**config.mk**
```make
export PLATFORM = sky130hd
export DESIGN_NAME = kbd_event_router_flat
export DESIGN_NICKNAME = d
export VERILOG_FILES = /design/src/rtl/kbd_pkg.sv /design/src/rtl/kbd_event_router_if.sv /design/src/rtl/kbd_evt_fifo.sv /design/src/rtl/kbd_event_router.sv /design/src/flat_wrapper.sv
export SDC_FILE = /design/constraint.sdc
export NUM_CORES = 1
export LEC_CHECK = 0
export ABC_AREA = 1
export CAP_MARGIN = 40
export CORE_UTILIZATION = 30
export DETAILED_ROUTE_END_ITERATION = 8
export PLACE_DENSITY = 0.56
export SLEW_MARGIN = 25
export SYNTH_ARGS = -nofsm -noshare
export SYNTH_HDL_FRONTEND = slang
export SYNTH_HIERARCHICAL = 1
export SYNTH_SLANG_ARGS = --single-unit
```
**constraint.sdc**
```tcl
create_clock -name clk -period 6.2 [get_ports clk]
set_input_delay 1.86 -clock clk [delete_from_list [all_inputs] [get_ports clk]]
set_output_delay 1.86 -clock clk [all_outputs]
set_load 0.05 [all_outputs]
```
**src/rtl/kbd_pkg.sv**
```systemverilog
// Shared scancode constants, decoder state encoding and the queued key-event type
// for the keyboard event router.
package kbd_pkg;

  localparam logic [7:0] SC_BREAK = 8'hF0;
  localparam logic [7:0] SC_EXT   = 8'hE0;
  localparam logic [7:0] SC_ENTER = 8'h5A;
  localparam logic [7:0] SC_BKSP  = 8'h66;

  typedef enum logic [1:0] {
    IDLE,
    EXT,
    BRK,
    EXT_BRK
  } kbd_dec_state_t;

  typedef struct packed {
    logic       ext;
    logic [7:0] code;
  } kbd_evt_t;

endpackage

```
**src/rtl/kbd_event_router_if.sv**
```systemverilog
// Byte stream from the PS/2 receiver plus the routed key-event handshake to the
// menu and game consumers.
interface kbd_event_router_if;
  logic [7:0] ps_data;
  logic       ready;
  logic       is_start;
  logic       menu_ack;
  logic       game_ack;
  logic       menu_valid;
  logic       game_valid;
  logic [7:0] key_code;
  logic       key_ext;
  logic       overflow;
  logic       held;

  modport master (
    output ps_data, ready, is_start, menu_ack, game_ack,
    input  menu_valid, game_valid, key_code, key_ext, overflow, held
  );

  modport slave (
    input  ps_data, ready, is_start, menu_ack, game_ack,
    output menu_valid, game_valid, key_code, key_ext, overflow, held
  );
endinterface

```
**src/rtl/kbd_evt_fifo.sv**
```systemverilog
// Synchronous key-event FIFO (pointer + count) with a flush that empties it in one
// cycle. Push and pop may coincide at any occupancy, including full.
module kbd_evt_fifo
  import kbd_pkg::*;
#(
  parameter int DEPTH = 4
) (
  input  logic     clk,
  input  logic     reset,
  input  logic     push_i,
  input  logic     pop_i,
  input  logic     flush_i,
  input  kbd_evt_t evt_i,
  output kbd_evt_t head_o,
  output logic     empty_o,
  output logic     full_o
);

  localparam int AW = $clog2(DEPTH);
  localparam logic [AW:0] FULL_CNT = DEPTH[AW:0];

  kbd_evt_t      mem_q [DEPTH];
  logic [AW-1:0] wr_ptr_q, wr_ptr_d, rd_ptr_q, rd_ptr_d;
  logic [AW:0]   count_q, count_d;
  logic          wr_en, rd_en;

  assign empty_o = (count_q == '0);
  assign full_o  = (count_q == FULL_CNT);
  assign rd_en   = pop_i & ~empty_o & ~flush_i;
  assign wr_en   = push_i & ~flush_i & (~full_o | rd_en);
  assign head_o  = mem_q[rd_ptr_q];

  always_comb begin
    wr_ptr_d = wr_ptr_q;
    rd_ptr_d = rd_ptr_q;
    count_d  = count_q;
    if (flush_i) begin
      wr_ptr_d = '0;
      rd_ptr_d = '0;
      count_d  = '0;
    end else begin
      if (wr_en) wr_ptr_d = wr_ptr_q + 1'b1;
      if (rd_en) rd_ptr_d = rd_ptr_q + 1'b1;
      case ({wr_en, rd_en})
        2'b10:   count_d = count_q + 1'b1;
        2'b01:   count_d = count_q - 1'b1;
        default: count_d = count_q;
      endcase
    end
  end

  // NOTE: sequential state uses non-blocking assignments so every register samples pre-edge values.
  always_ff @(posedge clk or posedge reset) begin
    if (reset) begin
      wr_ptr_q <= '0;
      rd_ptr_q <= '0;
      count_q  <= '0;
    end else begin
      wr_ptr_q <= wr_ptr_d;
      rd_ptr_q <= rd_ptr_d;
      count_q  <= count_d;
    end
  end

  // NOTE: storage is not reset; count_q alone decides which entries are meaningful.
  always_ff @(posedge clk) begin
    if (wr_en) mem_q[wr_ptr_q] <= evt_i;
  end

endmodule

```
**src/rtl/kbd_event_router.sv**
```systemverilog
// Decodes PS/2 make/break/extended scancodes into key-press events, queues them and
// routes the head to the menu or the game. Optional KBD_TYPEMATIC_FILTER_EN drops auto-repeat makes.
module kbd_event_router
  import kbd_pkg::*;
#(
  parameter int DEPTH = 4
) (
  input  logic              clk,
  input  logic              reset,
  kbd_event_router_if.slave bus
);

  kbd_dec_state_t state_q, state_d;
  logic           ready_q, is_start_q;
  logic [7:0]     last_make_q, last_make_d;
  logic           held_q, held_d, overflow_q, overflow_d;
  logic           byte_stb, flush, make_stb, make_ext, brk_stb, push_req, pop;
  logic           menu_vld, game_vld, fifo_empty, fifo_full;
  kbd_evt_t       push_evt, head_evt;

  assign byte_stb = bus.ready & ~ready_q;
  assign flush    = bus.is_start ^ is_start_q;

  always_ff @(posedge clk or posedge reset) begin
    if (reset) state_q <= IDLE;
    else       state_q <= state_d;
  end

  // NOTE: every combinational output gets a default first, so no path can infer a latch.
  always_comb begin
    state_d = state_q;
    if (byte_stb) begin
      case (state_q)
        IDLE: begin
          if (bus.ps_data == SC_EXT)        state_d = EXT;
          else if (bus.ps_data == SC_BREAK) state_d = BRK;
        end
        EXT:     state_d = (bus.ps_data == SC_BREAK) ? EXT_BRK : IDLE;
        default: state_d = IDLE;
      endcase
    end
  end

  always_comb begin
    make_stb = 1'b0;
    make_ext = 1'b0;
    brk_stb  = 1'b0;
    case (state_q)
      IDLE: make_stb = byte_stb & (bus.ps_data != SC_EXT) & (bus.ps_data != SC_BREAK);
      EXT: begin
        make_stb = byte_stb & (bus.ps_data != SC_BREAK);
        make_ext = 1'b1;
      end
      BRK:     brk_stb = byte_stb;
      default: ;
    endcase
  end

`ifdef KBD_TYPEMATIC_FILTER_EN
  logic is_repeat;
  assign is_repeat = ~make_ext & held_q & (bus.ps_data == last_make_q);
  assign push_req  = make_stb & ~is_repeat;
`else
  assign push_req  = make_stb;
`endif

  assign push_evt = '{ext: make_ext, code: bus.ps_data};
  assign pop      = (menu_vld & bus.menu_ack) | (game_vld & bus.game_ack);

  always_comb begin
    last_make_d = last_make_q;
    held_d      = held_q;
    if (make_stb & ~make_ext) begin
      last_make_d = bus.ps_data;
      held_d      = 1'b1;
    end else if (brk_stb && (bus.ps_data == last_make_q)) begin
      held_d = 1'b0;
    end
    overflow_d = overflow_q | (push_req & ~flush & fifo_full & ~pop);
  end

  always_ff @(posedge clk or posedge reset) begin
    if (reset) begin
      ready_q     <= 1'b0;
      is_start_q  <= 1'b0;
      last_make_q <= '0;
      held_q      <= 1'b0;
      overflow_q  <= 1'b0;
    end else begin
      ready_q     <= bus.ready;
      is_start_q  <= bus.is_start;
      last_make_q <= last_make_d;
      held_q      <= held_d;
      overflow_q  <= overflow_d;
    end
  end

  kbd_evt_fifo #(.DEPTH(DEPTH)) u_fifo (
    .clk     (clk),
    .reset   (reset),
    .push_i  (push_req),
    .pop_i   (pop),
    .flush_i (flush),
    .evt_i   (push_evt),
    .head_o  (head_evt),
    .empty_o (fifo_empty),
    .full_o  (fifo_full)
  );

  // The new owner sees nothing while its stale queue is being flushed.
  assign menu_vld = ~fifo_empty & ~flush & ~bus.is_start;
  assign game_vld = ~fifo_empty & ~flush &  bus.is_start;

  assign bus.menu_valid = menu_vld;
  assign bus.game_valid = game_vld;
  assign bus.key_code   = fifo_empty ? 8'h00 : head_evt.code;
  assign bus.key_ext    = ~fifo_empty & head_evt.ext;
  assign bus.overflow   = overflow_q;
  assign bus.held       = held_q;

endmodule

```
**src/flat_wrapper.sv**
```systemverilog
// flat-port wrapper written by rule: the top's interface ports become plain ports
module kbd_event_router_flat import kbd_pkg::*;
#(
  parameter int DEPTH = 4
)
  (clk, reset, bus_ps_data, bus_ready, bus_is_start, bus_menu_ack, bus_game_ack, bus_menu_valid, bus_game_valid, bus_key_code, bus_key_ext, bus_overflow, bus_held);
  kbd_event_router_if bus_i ();
  input  logic clk;
  input  logic reset;
  input wire logic [$bits(bus_i.ps_data)-1:0] bus_ps_data;
  input wire logic [$bits(bus_i.ready)-1:0] bus_ready;
  input wire logic [$bits(bus_i.is_start)-1:0] bus_is_start;
  input wire logic [$bits(bus_i.menu_ack)-1:0] bus_menu_ack;
  input wire logic [$bits(bus_i.game_ack)-1:0] bus_game_ack;
  output wire logic [$bits(bus_i.menu_valid)-1:0] bus_menu_valid;
  output wire logic [$bits(bus_i.game_valid)-1:0] bus_game_valid;
  output wire logic [$bits(bus_i.key_code)-1:0] bus_key_code;
  output wire logic [$bits(bus_i.key_ext)-1:0] bus_key_ext;
  output wire logic [$bits(bus_i.overflow)-1:0] bus_overflow;
  output wire logic [$bits(bus_i.held)-1:0] bus_held;
  assign bus_i.ps_data = bus_ps_data;
  assign bus_i.ready = bus_ready;
  assign bus_i.is_start = bus_is_start;
  assign bus_i.menu_ack = bus_menu_ack;
  assign bus_i.game_ack = bus_game_ack;
  assign bus_menu_valid = bus_i.menu_valid;
  assign bus_game_valid = bus_i.game_valid;
  assign bus_key_code = bus_i.key_code;
  assign bus_key_ext = bus_i.key_ext;
  assign bus_overflow = bus_i.overflow;
  assign bus_held = bus_i.held;
  kbd_event_router #(.DEPTH(DEPTH)) u_core (.clk(clk), .reset(reset), .bus(bus_i));
endmodule
```
==> flow_metrics.tcl <==
set metrics [dict create \
    relSlewSlack_pct 57.1 \
    worst_setup_path_start_kind "primary input" \
    track_usage_pct 13.7 \
    final-setup-viol-count 0 \
    final_period_minus_worst_setup_slack_ns 5.26 \
    first_pass_grt_wire_length_um 10100 \
    worst_clock_skew_ns 0.00656 \
    yosys_warnings 6 \
    synth.ff_latch_count 57 \
    worstSetupEndpointType "primary output" \
    run_status "finished, final reports clean" \
    most_frequent_standard_cell_in_the_layout_excluding_fill_and_tap_cells "nand2_1" \
    met2_length_um 2860 \
    cp_data_arrival_time_ns 3.40 \
    route.detailed.wl_per_inst_um 13.0 \
    min_path_cells 2 \
    synth_nets 333 \
    num_vias 2166 \
    final_cell_mix "nand2_1 (70), inv_1 (49), nor2_1 (43), edfxtp_1 (36), clkdlybuf4s50_1 (26)" \
    dieHeight_um 99.4 \
    antenna_violating_nets_post_route 0 \
    tightest_slew_ns 0.644 \
    tritoncts "yes" \
    routedLengthMet1_um 2790 \
    synth_cell_type_count 32 \
    setup_total_negative_slack_ns 0 \
    fmax_mhz 190 \
    static-leakage-power_nw 1.51 \
    cts_max_level 3 \
    post_place_cell_area_mm2 0.00323 \
    type_of_the_worst_setup_path "primary input to primary output" \
    multi_input_comb_area_mm2 0.00100 \
    grt_pass1_vias 2133 \
    routed_wl_um 6030 \
    synth.cell_area_mm2 0.00284 \
    synth_cells 314 \
    num_antenna_cells 0 \
    drt-pass1-iter-count 4 \
    worst-r2r-cell-count 17 \
    dpl_worst_slack_ns 0.929 \
    post_route_fraction_of_the_period_consumed_by_the_critical_path_pct 84.9 \
    die-width_um 99.4 \
    final_util_pct 37.5 \
    grt_start_max_net_pins 22 \
    synth_sequential_area_ratio_pct 56.5 \
    clock_sinks 57 \
    final.setup.worst_slack_ns 0.936 \
    slew_viol_final 0 \
    post_drt_via_cell_ratio 4.67 \
    clk_pin_slew_worst_paths_ns 0.06 \
    clock_latency_reported_for_the_late_side_of_the_worst_skew_pair_ns 0.34 \
    critical_path_sink "bus_game_valid" \
    area_of_the_core_mm2 0.00920 \
    port-buffer-count 26 \
    cts-root-buf "clkbuf_8" \
    areaGrowthSynthToFinish_pct 21.2 \
    met3WireLength_um 295 \
    power.density_mw_per_mm2 332 \
    top_layer "met4" \
    irDropWorstVdd_uv 130 \
    timing.critical_path.fanout_max 3 \
    fin_area_mm2 0.00345 \
    grt_antenna_before_repair 0 \
    dr.first_iter.drc_count 147 \
    sequential_cell_area_mm2 0.00161 \
    postSynthAreaPerCell_um2 9.06 \
    crit_required_ns 4.34 \
    fillerInstances 946 \
    pin_count 27 \
    critical_register_to_register_path_startpoint "u_core/u_fifo/count_q[1]" \
    critical_path.startpoint "bus_is_start" \
    cts_made_buffers 9 \
    max_cap_violations 0 \
    drc 0 \
    post_route_cells_drive_above_1_share_pct 10.8 \
    grt_setup_unrepaired "false" \
    dp_hpwl_um 4230 \
    post_cts.resized_instances 0 \
    gr-total-overflow 0 \
    floorplan.rows 35 \
    ctsLongestPathBuffers 2 \
    setup.reg_to_reg.worst_slack_ns 3.61 \
    num-nets-final 367 \
    finalHoldViolCount 0 \
    post_cts_hold_buffer_count 0 \
    full_die_area_mm2 0.00987 \
    r2r-end "u_core/u_fifo/count_q[2]" \
    gpl.final_weighted_congestion 0.739 \
    cts.repair_timing.setup_buffer_count 0 \
    hold_class "flip-flop to flip-flop" \
    floorplan.initialDensity_pct 30.9 \
]
cell type report:
cell class | count | share of cell area [%]
Sequential cell | 57 | 46.6
Multi-Input combinational cell | 198 | 29.1
Timing Repair Buffer | 30 | 8.42
Inverter | 52 | 5.66
Clock buffer | 13 | 4.32
Tap cell | 111 | 4.03
Clock inverter | 3 | 1.89
flip-flops by register name, summed over array words and instances, names as in the netlist:
signal                  cells
u_core/bus.held             1
u_core/u_fifo/mem_q        36
u_core/is_start_q           1
u_core/u_fifo/rd_ptr_q      2
u_core/last_make_q          8
u_core/ready_q              1
u_core/u_fifo/count_q       3
u_core/bus.overflow         1
u_core/u_fifo/wr_ptr_q      2
u_core/state_q              2
synthesized netlist by cell type:
| master | instances | area, µm² |
|---|---|---|
| a21boi_0 | 1 | 7.51 |
| a21oi_1 | 1 | 5.00 |
| a21oi_2 | 1 | 8.76 |
| buf_2 | 1 | 5.00 |
| buf_4 | 1 | 7.51 |
| buf_6 | 1 | 11.3 |
| clkbuf_1 | 4 | 15.0 |
| dfrtp_1 | 21 | 526 |
| edfxtp_1 | 36 | 1080 |
| fa_1 | 1 | 20.0 |
| ha_1 | 4 | 50.1 |
| inv_1 | 49 | 184 |
| inv_2 | 3 | 11.3 |
| nand2_1 | 70 | 263 |
| nand2_2 | 3 | 18.8 |
| nand2_4 | 3 | 33.8 |
| nand3_1 | 13 | 65.1 |
| nand3_2 | 3 | 30.0 |
| nand4_1 | 11 | 68.8 |
| nand4_2 | 1 | 12.5 |
| nor2_1 | 43 | 161 |
| nor2_2 | 4 | 25.0 |
| nor2_4 | 1 | 11.3 |
| nor3_1 | 1 | 5.00 |
| nor3_2 | 1 | 10.0 |
| o211ai_2 | 1 | 12.5 |
| o21a_1 | 1 | 7.51 |
| o21ai_0 | 21 | 105 |
| o21ai_1 | 1 | 5.00 |
| o22ai_1 | 10 | 62.6 |
| or2_1 | 1 | 6.26 |
| xor2_1 | 1 | 8.76 |
worst max-delay path, cell delays in order:
cell	delay, ns
clkdlybuf4s50_1	0.50
nand2_1	0.09
nor2_1	0.13
clkdlybuf4s50_1	0.82
cells by family (layout without fill, tap and decap cells):
family / after synthesis / after routing / synth area share (%)
adders and majority gates: 5 / 5 / 2.46
buffers and inverters: 59 / 98 / 8.23
xor gates and xnor gates: 1 / 1 / 0.308
AOI/OAI and AO/OA: 37 / 37 / 7.52
and+or+nand+nor: 155 / 155 / 25.0
DFF: 57 / 57 / 56.5
how the worst min path moves through the flow:
stage                     slack [ns]                     to             startpoint
final                           0.47    u_core/bus.overflow    u_core/bus.overflow
after global routing            0.49  u_core/last_make_q[5]  u_core/last_make_q[5]
after CTS                       0.48    u_core/bus.overflow    u_core/bus.overflow
after detailed placement        0.46        u_core/bus.held        u_core/bus.held
after global placement          0.45    u_core/bus.overflow    u_core/bus.overflow
after floorplan                 0.44  u_core/last_make_q[5]  u_core/last_make_q[5]
routing by layer:
metal / global-route usage, % / vias to the layer above
met4: 6.22 / 0
met3: 4.78 / 5
met5: 0 / -
met1: 16.9 / 1012
met2: 21.5 / 53
li1: - / 1096
through the flow:
| stage | hold slack [ns] | power, mW | instances |
|---|---|---|---|
| final | 0.470 | 1.15 | 464 |
| after global routing | 0.490 | 1.21 | 464 |
| after CTS | 0.478 | 1.16 | 464 |
| after detailed placement | 0.461 | 0.780 | 448 |
| after global placement | 0.453 | 0.773 | 444 |
| after floorplan | 0.442 | 0.691 | 314 |
report_power, final:
| part | switching [mW] | internal (mW) | total, mW | leakage, nW |
|---|---|---|---|---|
| registers | 0.0357 | 0.442 | 0.478 | 0.581 |
| logic | 0.194 | 0.0978 | 0.292 | 0.819 |
| clock network | 0.139 | 0.237 | 0.376 | 0.108 |
| total | 0.369 | 0.777 | 1.15 | 1.51 |
Power figures use the tool's default switching activity.
